`src/rtl/obi_accel_ctrl_regs.sv`:
```
// OBI control/status register block serving NumChannels edge-detection engines.
// Zero-wait-state grant, registered one-cycle responses, sticky done flags, maskable level IRQ.
module obi_accel_ctrl_regs #(
    parameter int unsigned NumChannels = 2,
    parameter logic [31:0] BaseAddr    = 32'h2000_0000,
    parameter int unsigned DimWidth    = 16
) (
    input  logic                            clk_i,
    input  logic                            rst_ni,
    input  logic                            obi_req_i,
    output logic                            obi_gnt_o,
    input  logic [31:0]                     obi_addr_i,
    input  logic                            obi_we_i,
    input  logic [3:0]                      obi_be_i,
    input  logic [31:0]                     obi_wdata_i,
    output logic                            obi_rvalid_o,
    output logic [31:0]                     obi_rdata_o,
    output logic                            obi_err_o,
    output logic [NumChannels-1:0]          start_o,
    output logic [NumChannels-1:0]          clear_o,
    input  logic [NumChannels-1:0]          done_i,
    output logic [NumChannels-1:0]          busy_o,
    output logic [NumChannels*32-1:0]       base_addr_o,
    output logic [NumChannels*DimWidth-1:0] width_o,
    output logic [NumChannels*DimWidth-1:0] height_o,
    output logic                            irq_o
);

    localparam int unsigned ChW = (NumChannels > 1) ? $clog2(NumChannels) : 1;

    localparam logic [2:0] CREG_CTRL     = 3'd0;
    localparam logic [2:0] CREG_STATUS   = 3'd1;
    localparam logic [2:0] CREG_BASE     = 3'd2;
    localparam logic [2:0] CREG_WIDTH    = 3'd3;
    localparam logic [2:0] CREG_HEIGHT   = 3'd4;
    localparam logic [2:0] GREG_IRQ_EN   = 3'd0;
    localparam logic [2:0] GREG_IRQ_PEND = 3'd1;

    function automatic logic [31:0] be_merge(input logic [31:0] old_val,
                                             input logic [31:0] new_val,
                                             input logic [3:0]  be);
        logic [31:0] res;
        for (int b = 0; b < 4; b++) begin
            res[8*b +: 8] = be[b] ? new_val[8*b +: 8] : old_val[8*b +: 8];
        end
        return res;
    endfunction

    // Address decode: the crossbar has already selected this block, upper bits are don't-care.
    logic [11:0]            offset;
    logic [6:0]             slot;
    logic [2:0]             reg_idx;
    logic [ChW-1:0]         ch_idx;
    logic [NumChannels-1:0] ch_sel;
    logic                   unused_bits;

    assign offset      = obi_addr_i[11:0];
    assign slot        = offset[11:5];
    assign reg_idx     = offset[4:2];
    assign ch_idx      = slot[ChW-1:0];
    assign ch_sel      = NumChannels'(1) << ch_idx;
    assign unused_bits = ^{obi_addr_i[31:12], BaseAddr};

    logic                   rvalid_q, err_q;
    logic [31:0]            rdata_q;
    logic [NumChannels-1:0] start_q, start_d, clear_q, clear_d;
    logic [NumChannels-1:0] busy_q, busy_d, done_q, done_d;
    logic [NumChannels-1:0] irq_en_q, irq_en_d;
    logic                   irq_q;
    logic [31:0]            base_q   [NumChannels];
    logic [31:0]            base_d   [NumChannels];
    logic [DimWidth-1:0]    width_q  [NumChannels];
    logic [DimWidth-1:0]    width_d  [NumChannels];
    logic [DimWidth-1:0]    height_q [NumChannels];
    logic [DimWidth-1:0]    height_d [NumChannels];

    logic                   acc_err;
    logic [31:0]            acc_rdata;
    logic [NumChannels-1:0] wr_start, wr_clear, wr_w1c, wr_base, wr_width, wr_height;
    logic                   wr_irq_en;

    // NOTE: every output of a combinational block gets a default before any branch; a path that
    // leaves one unassigned would infer a latch.
    always_comb begin
        acc_err   = 1'b0;
        acc_rdata = '0;
        wr_start  = '0;
        wr_clear  = '0;
        wr_w1c    = '0;
        wr_base   = '0;
        wr_width  = '0;
        wr_height = '0;
        wr_irq_en = 1'b0;
        if (obi_req_i) begin
            if (offset[1:0] != 2'b00 || slot > 7'(NumChannels)) begin
                acc_err = 1'b1;
            end else if (slot == 7'(NumChannels)) begin
                case (reg_idx)
                    GREG_IRQ_EN: begin
                        if (obi_we_i) wr_irq_en = 1'b1;
                        else          acc_rdata = 32'(irq_en_q);
                    end
                    GREG_IRQ_PEND: begin
                        if (obi_we_i) acc_err   = 1'b1;
                        else          acc_rdata = 32'(done_q & irq_en_q);
                    end
                    default: acc_err = 1'b1;
                endcase
            end else begin
                case (reg_idx)
                    CREG_CTRL: begin
                        // Clear has priority: a combined start+clear write never starts.
                        if (obi_we_i && obi_be_i[0]) begin
                            wr_clear = ch_sel & {NumChannels{obi_wdata_i[1]}};
                            wr_start = ch_sel & {NumChannels{obi_wdata_i[0] & ~obi_wdata_i[1]}};
                        end
                    end
                    CREG_STATUS: begin
                        if (!obi_we_i) begin
                            acc_rdata = {30'd0, done_q[ch_idx], busy_q[ch_idx]};
                        end else if (obi_be_i[0]) begin
                            wr_w1c = ch_sel & {NumChannels{obi_wdata_i[1]}};
                        end
                    end
                    CREG_BASE: begin
                        if (!obi_we_i)           acc_rdata = base_q[ch_idx];
                        else if (busy_q[ch_idx]) acc_err   = 1'b1;
                        else                     wr_base   = ch_sel;
                    end
                    CREG_WIDTH: begin
                        if (!obi_we_i)           acc_rdata = 32'(width_q[ch_idx]);
                        else if (busy_q[ch_idx]) acc_err   = 1'b1;
                        else                     wr_width  = ch_sel;
                    end
                    CREG_HEIGHT: begin
                        if (!obi_we_i)           acc_rdata = 32'(height_q[ch_idx]);
                        else if (busy_q[ch_idx]) acc_err   = 1'b1;
                        else                     wr_height = ch_sel;
                    end
                    default: acc_err = 1'b1;
                endcase
            end
        end
    end

    always_comb begin
        start_d  = '0;
        clear_d  = '0;
        busy_d   = busy_q;
        done_d   = done_q;
        base_d   = base_q;
        width_d  = width_q;
        height_d = height_q;
        irq_en_d = wr_irq_en ? NumChannels'(be_merge(32'(irq_en_q), obi_wdata_i, obi_be_i))
                             : irq_en_q;
        for (int c = 0; c < NumChannels; c++) begin
            start_d[c] = wr_start[c] & ~busy_q[c];
            clear_d[c] = wr_clear[c];
            if (wr_clear[c]) begin
                busy_d[c] = 1'b0;
                done_d[c] = 1'b0;
            end else begin
                // A completion landing with a W1C wins, so software never loses a done event.
                if (wr_w1c[c]) done_d[c] = 1'b0;
                if (busy_q[c] && done_i[c]) begin
                    busy_d[c] = 1'b0;
                    done_d[c] = 1'b1;
                end else if (start_d[c]) begin
                    busy_d[c] = 1'b1;
                end
            end
            if (wr_base[c])   base_d[c]   = be_merge(base_q[c], obi_wdata_i, obi_be_i);
            if (wr_width[c])  width_d[c]  = DimWidth'(be_merge(32'(width_q[c]), obi_wdata_i, obi_be_i));
            if (wr_height[c]) height_d[c] = DimWidth'(be_merge(32'(height_q[c]), obi_wdata_i, obi_be_i));
        end
    end

    // NOTE: the per-channel register arrays are software-visible configuration, so they are
    // reset like ordinary flops instead of being treated as uninitialised storage.
    always_ff @(posedge clk_i or negedge rst_ni) begin
        if (!rst_ni) begin
            rvalid_q <= 1'b0;
            err_q    <= 1'b0;
            rdata_q  <= '0;
            start_q  <= '0;
            clear_q  <= '0;
            busy_q   <= '0;
            done_q   <= '0;
            irq_en_q <= '0;
            irq_q    <= 1'b0;
            for (int c = 0; c < NumChannels; c++) begin
                base_q[c]   <= '0;
                width_q[c]  <= '0;
                height_q[c] <= '0;
            end
        end else begin
            rvalid_q <= obi_req_i;
            err_q    <= acc_err;
            rdata_q  <= acc_rdata;
            start_q  <= start_d;
            clear_q  <= clear_d;
            busy_q   <= busy_d;
            done_q   <= done_d;
            irq_en_q <= irq_en_d;
            irq_q    <= |(done_q & irq_en_q);
            base_q   <= base_d;
            width_q  <= width_d;
            height_q <= height_d;
        end
    end

    assign obi_gnt_o    = obi_req_i;
    assign obi_rvalid_o = rvalid_q;
    assign obi_rdata_o  = rdata_q;
    assign obi_err_o    = err_q;
    assign start_o      = start_q;
    assign clear_o      = clear_q;
    assign busy_o       = busy_q;
    assign irq_o        = irq_q;

    for (genvar c = 0; c < NumChannels; c++) begin : g_ch_out
        assign base_addr_o[32*c +: 32]           = base_q[c];
        assign width_o[DimWidth*c +: DimWidth]  = width_q[c];
        assign height_o[DimWidth*c +: DimWidth] = height_q[c];
    end

endmodule

```
`config.mk`:
```
export PLATFORM = sky130hd
export DESIGN_NAME = obi_accel_ctrl_regs
export DESIGN_NICKNAME = d
export VERILOG_FILES = /design/src/rtl/obi_accel_ctrl_regs.sv
export SDC_FILE = /design/constraint.sdc
export NUM_CORES = 1
export LEC_CHECK = 0
export BUFFER_PORTS_ARGS = -buffer_cell sky130_fd_sc_hd__buf_2
export CAP_MARGIN = 10
export CORE_ASPECT_RATIO = 0.8
export CORE_MARGIN = 2
export CORE_UTILIZATION = 55
export DETAILED_ROUTE_END_ITERATION = 6
export PLACE_DENSITY = 0.86
export SLEW_MARGIN = 20
export SYNTH_ARGS = -nofsm -noshare
export SYNTH_HDL_FRONTEND = slang
export SYNTH_SLANG_ARGS = --single-unit
```
`constraint.sdc`:
```
create_clock -name clk_i -period 3.2 [get_ports clk_i]
set_input_delay 0.16 -clock clk_i [delete_from_list [all_inputs] [get_ports clk_i]]
set_output_delay 0.16 -clock clk_i [all_outputs]
set_load 0.02 [all_outputs]
```
==> metrics.md <==
| Metric | Value |
|---|---|
| Relative slew slack | `0.463` |
| Yosys reg bits | `approximately 170` |
| Final Routed Wirelength | `between 20000 and 25000 µm` |
| CP max FO | `14` |
| Layout cells sized above 1 | `0.504` |
| Buffer type at the clock tree root | `clkbuf_16` |
| CP Launch Type | `primary input` |
| Initial core utilization | `0.558` |
| WL/cell | `just over 20 µm` |
| First-pass GRT wire length | `31600 µm` |
| Initial antenna violation count | `0` |
| Crit share post-route | `0.702` |
| Share of the yosys chip area belonging to registers | `0.579` |
| CTS H-tree depth | `4` |
| Mapped Avg Cell Area | `roughly 13 µm²` |
| Port bufs | `roughly 220` |
| CTS sink count | `roughly 170` |
| Row cnt | `38` |
| Starting DRT DRC Count | `429` |
| Antenna diode count | `0` |
| Sw Pwr | `1030 µW` |
| Final Hold Vio Count | `0` |
| Largest net degree at the start of global routing | `84` |
| Max VDD drop | `between 0.3 and 0.4 mV` |
| CTS tree | `yes` |
| TritonCTS Buffers | `17` |
| Die Width | `about 130 µm` |
| Residual DRC | `0` |
| Reg clk slew, reported paths | `about 70 ps` |
| Vias in the first global route | `5839` |
| Sequential share of power | `0.480` |
| Drt via density | `about 5.8` |
| Syn Std Cell Area | `7480 µm²` |
| Crit path DAT | `between 2000 and 3000 ps` |
| Gate power share | `0.049` |
| Setup TNS after final layout | `0 ps` |
| Die ar. | `14500 µm²` |
| Worst skew pair latency | `~430 ps` |
| Required time of the critical path | `about 3500 ps` |
| Vias | `5693` |
| Most common cell after layout, fill and taps aside | `buf_2` |
| Final Setup Violations | `0` |
| Max clock buf depth | `2` |
| Status | `complete, no violations` |
| RSZ-0062 raised after global routing | `no` |
| # IOs | `244` |
| GRT Residual Overflow | `0` |
| Worst hold path class | `primary input to register` |
| Hold WS | `around 21 ps` |
| Most frequent cells in the layout | `buf_2 (222), dfrtp_1 (173), mux2_2 (134)` |
| Core area | `13400 µm²` |
| Die height | `108 µm` |
| Area Growth Syn to Fin | `28.5%` |
| Setup crit end kind | `register` |
| Max Transition Viols Final | `0` |
| Syn Nets | `between 600 and 700` |
| Sw Ratio | `0.226` |
| Slowest cell delay on critical path | `between 500 and 600 ps` |
| Internal power | `3530 µW` |
| Skew final | `about 10 ps` |
| Pre-antenna DRT Iters | `5` |
| Yosys cell types | `35` |
| Leakage power | `between 0.005 and 0.006 µW` |
| Period minus WS final | `2240 ps` |
| Power Dens Cells | `around 480 nW/µm²` |
| CP max-delay cell | `nand2_1` |
| Nets | `870` |
| Mapped Cells | `~550` |
| Critical Path, Cell by Cell | `dlygate4sd3_1, buf_2, or3b_2, nor3_1, nand2_1, nor2_1` |
| Max Clock Freq | `approximately 450 MHz` |
| Max Cap Viol | `0` |
| Clock power frac | `0.471` |
| Slew @ Worst Pin | `slightly above 800 ps` |
| Crit path kind | `primary input to register` |
| Placer Congestion | `between 0.8 and 0.9` |
| Detailed Place HPWL | `around 14000 µm` |
| Gr usage total | `0.289` |
| Post-route antenna net violation count | `0` |
| Yosys warns | `0` |
## critical path, delay by kind of cell
kind / cells / cell delay, ps
AND/OR/NAND/NOR: 4 / 1720
buffers and inverters: 2 / 710
## cell type report
| cell class | count | area, µm² |
|---|---|---|
| clock inverters | 14 | 186 |
| well taps | 180 | 225 |
| inverters | 5 | 18.8 |
| fillers | 925 | 3800 |
| flip-flops and latches | 173 | 4330 |
| repair buffers | 249 | 1380 |
| multi-input cells | 350 | 3030 |
| clock buffers | 18 | 439 |
## power by group through the flow
stage	Sequential [µW]	Combinational [µW]	Clock, µW
after floorplan	2240	72.5	0
after global placement	2230	194	0
after detailed placement	2230	202	0
after CTS	2190	221	2180
after global routing	2190	242	2290
final	2190	222	2150
## repair_timing
action,CTS,global route
hold endpoints to repair,81,0
hold buffers,19,0
buffers inserted,0,0
gates resized for setup,0,0
## metrics by stage
step / utilization / cell area [µm²] / total power, µW / worst slack, ps / cells
finish: 0.716 / 9600 / 4560 / 955 / 989
detailed placement: 0.655 / 8790 / 2430 / 616 / 938
global placement: 0.655 / 8790 / 2430 / 676 / 938
floorplan: - / 7480 / 2310 / 1050 / 554
global route: 0.716 / 9600 / 4720 / 754 / 989
CTS: 0.716 / 9600 / 4600 / 1010 / 989
## synth_stat cells
library cell	n	area, µm²
mux2_2	134	1510
inv_1	5	18.8
o211a_1	1	10.0
a22o_1	1	8.76
mux2_1	10	113
or3b_2	4	35.0
nor2b_1	3	18.8
nor3_1	4	20.0
o22ai_1	21	131
nand3b_1	1	7.51
mux2i_1	52	521
dfrtp_1	173	4330
and3_1	4	25.0
nand2_1	18	67.6
nand2b_1	3	18.8
nand3_1	8	40.0
nand4_1	2	12.5
nor4_2	3	37.5
nor3b_1	3	22.5
or3b_1	1	8.76
buf_1	1	3.75
o21bai_1	1	7.51
or3_1	3	18.8
and4_1	2	17.5
o21ai_0	5	25.0
nor3_4	4	65.1
nor4_1	4	25.0
buf_2	1	5.00
buf_4	2	15.0
nor2_1	36	135
a21boi_0	1	7.51
clkbuf_1	22	82.6
and3b_1	1	8.76
or4_1	2	15.0
a21oi_1	18	90.1
## kinds of logic after synthesis
kind of cell,Yosys count,share of synthesized area
DFF,173,0.579
muxes,196,0.287
AOI/OAI and AO/OA,48,0.0375
buffers and inverters,31,0.0167
and+or+nand+nor,106,0.0802
## worst paths after layout
path                            startpoint               to  slack, ps  depth (start not counted)
max                              obi_req_i   obi_rdata_o[9]        960                          6
min                              done_i[1]        done_q[1]         20                          3
max reg2reg                      busy_o[1]  base_addr_o[60]       1270                          4
min reg2reg                base_addr_o[58]  base_addr_o[58]        520                          1
max in group asynchronous           rst_ni      width_o[14]       2050                          3
min in group asynchronous           rst_ni  obi_rdata_o[20]        230                          2
## sequential cells by signal, summed over array words and instances, names as in the netlist
signal	count
obi_rdata_o	32
obi_rvalid_o	1
base_addr_o	64
irq_o	1
width_o	32
irq_en_q	2
done_q	2
height_o	32
start_o	2
clear_o	2
busy_o	2
obi_err_o	1
## metal layers
layer | up-vias | part of all wire | GRT usage
li1 | 2500 | - | -
met1 | 2880 | 0.41 | 0.365
met2 | 283 | 0.48 | 0.468
met3 | 30 | 0.095 | 0.0999
met4 | 0 | 0.017 | 0.102
met5 | - | 0 | 0
Note: power is estimated with default switching activity, not from simulation.
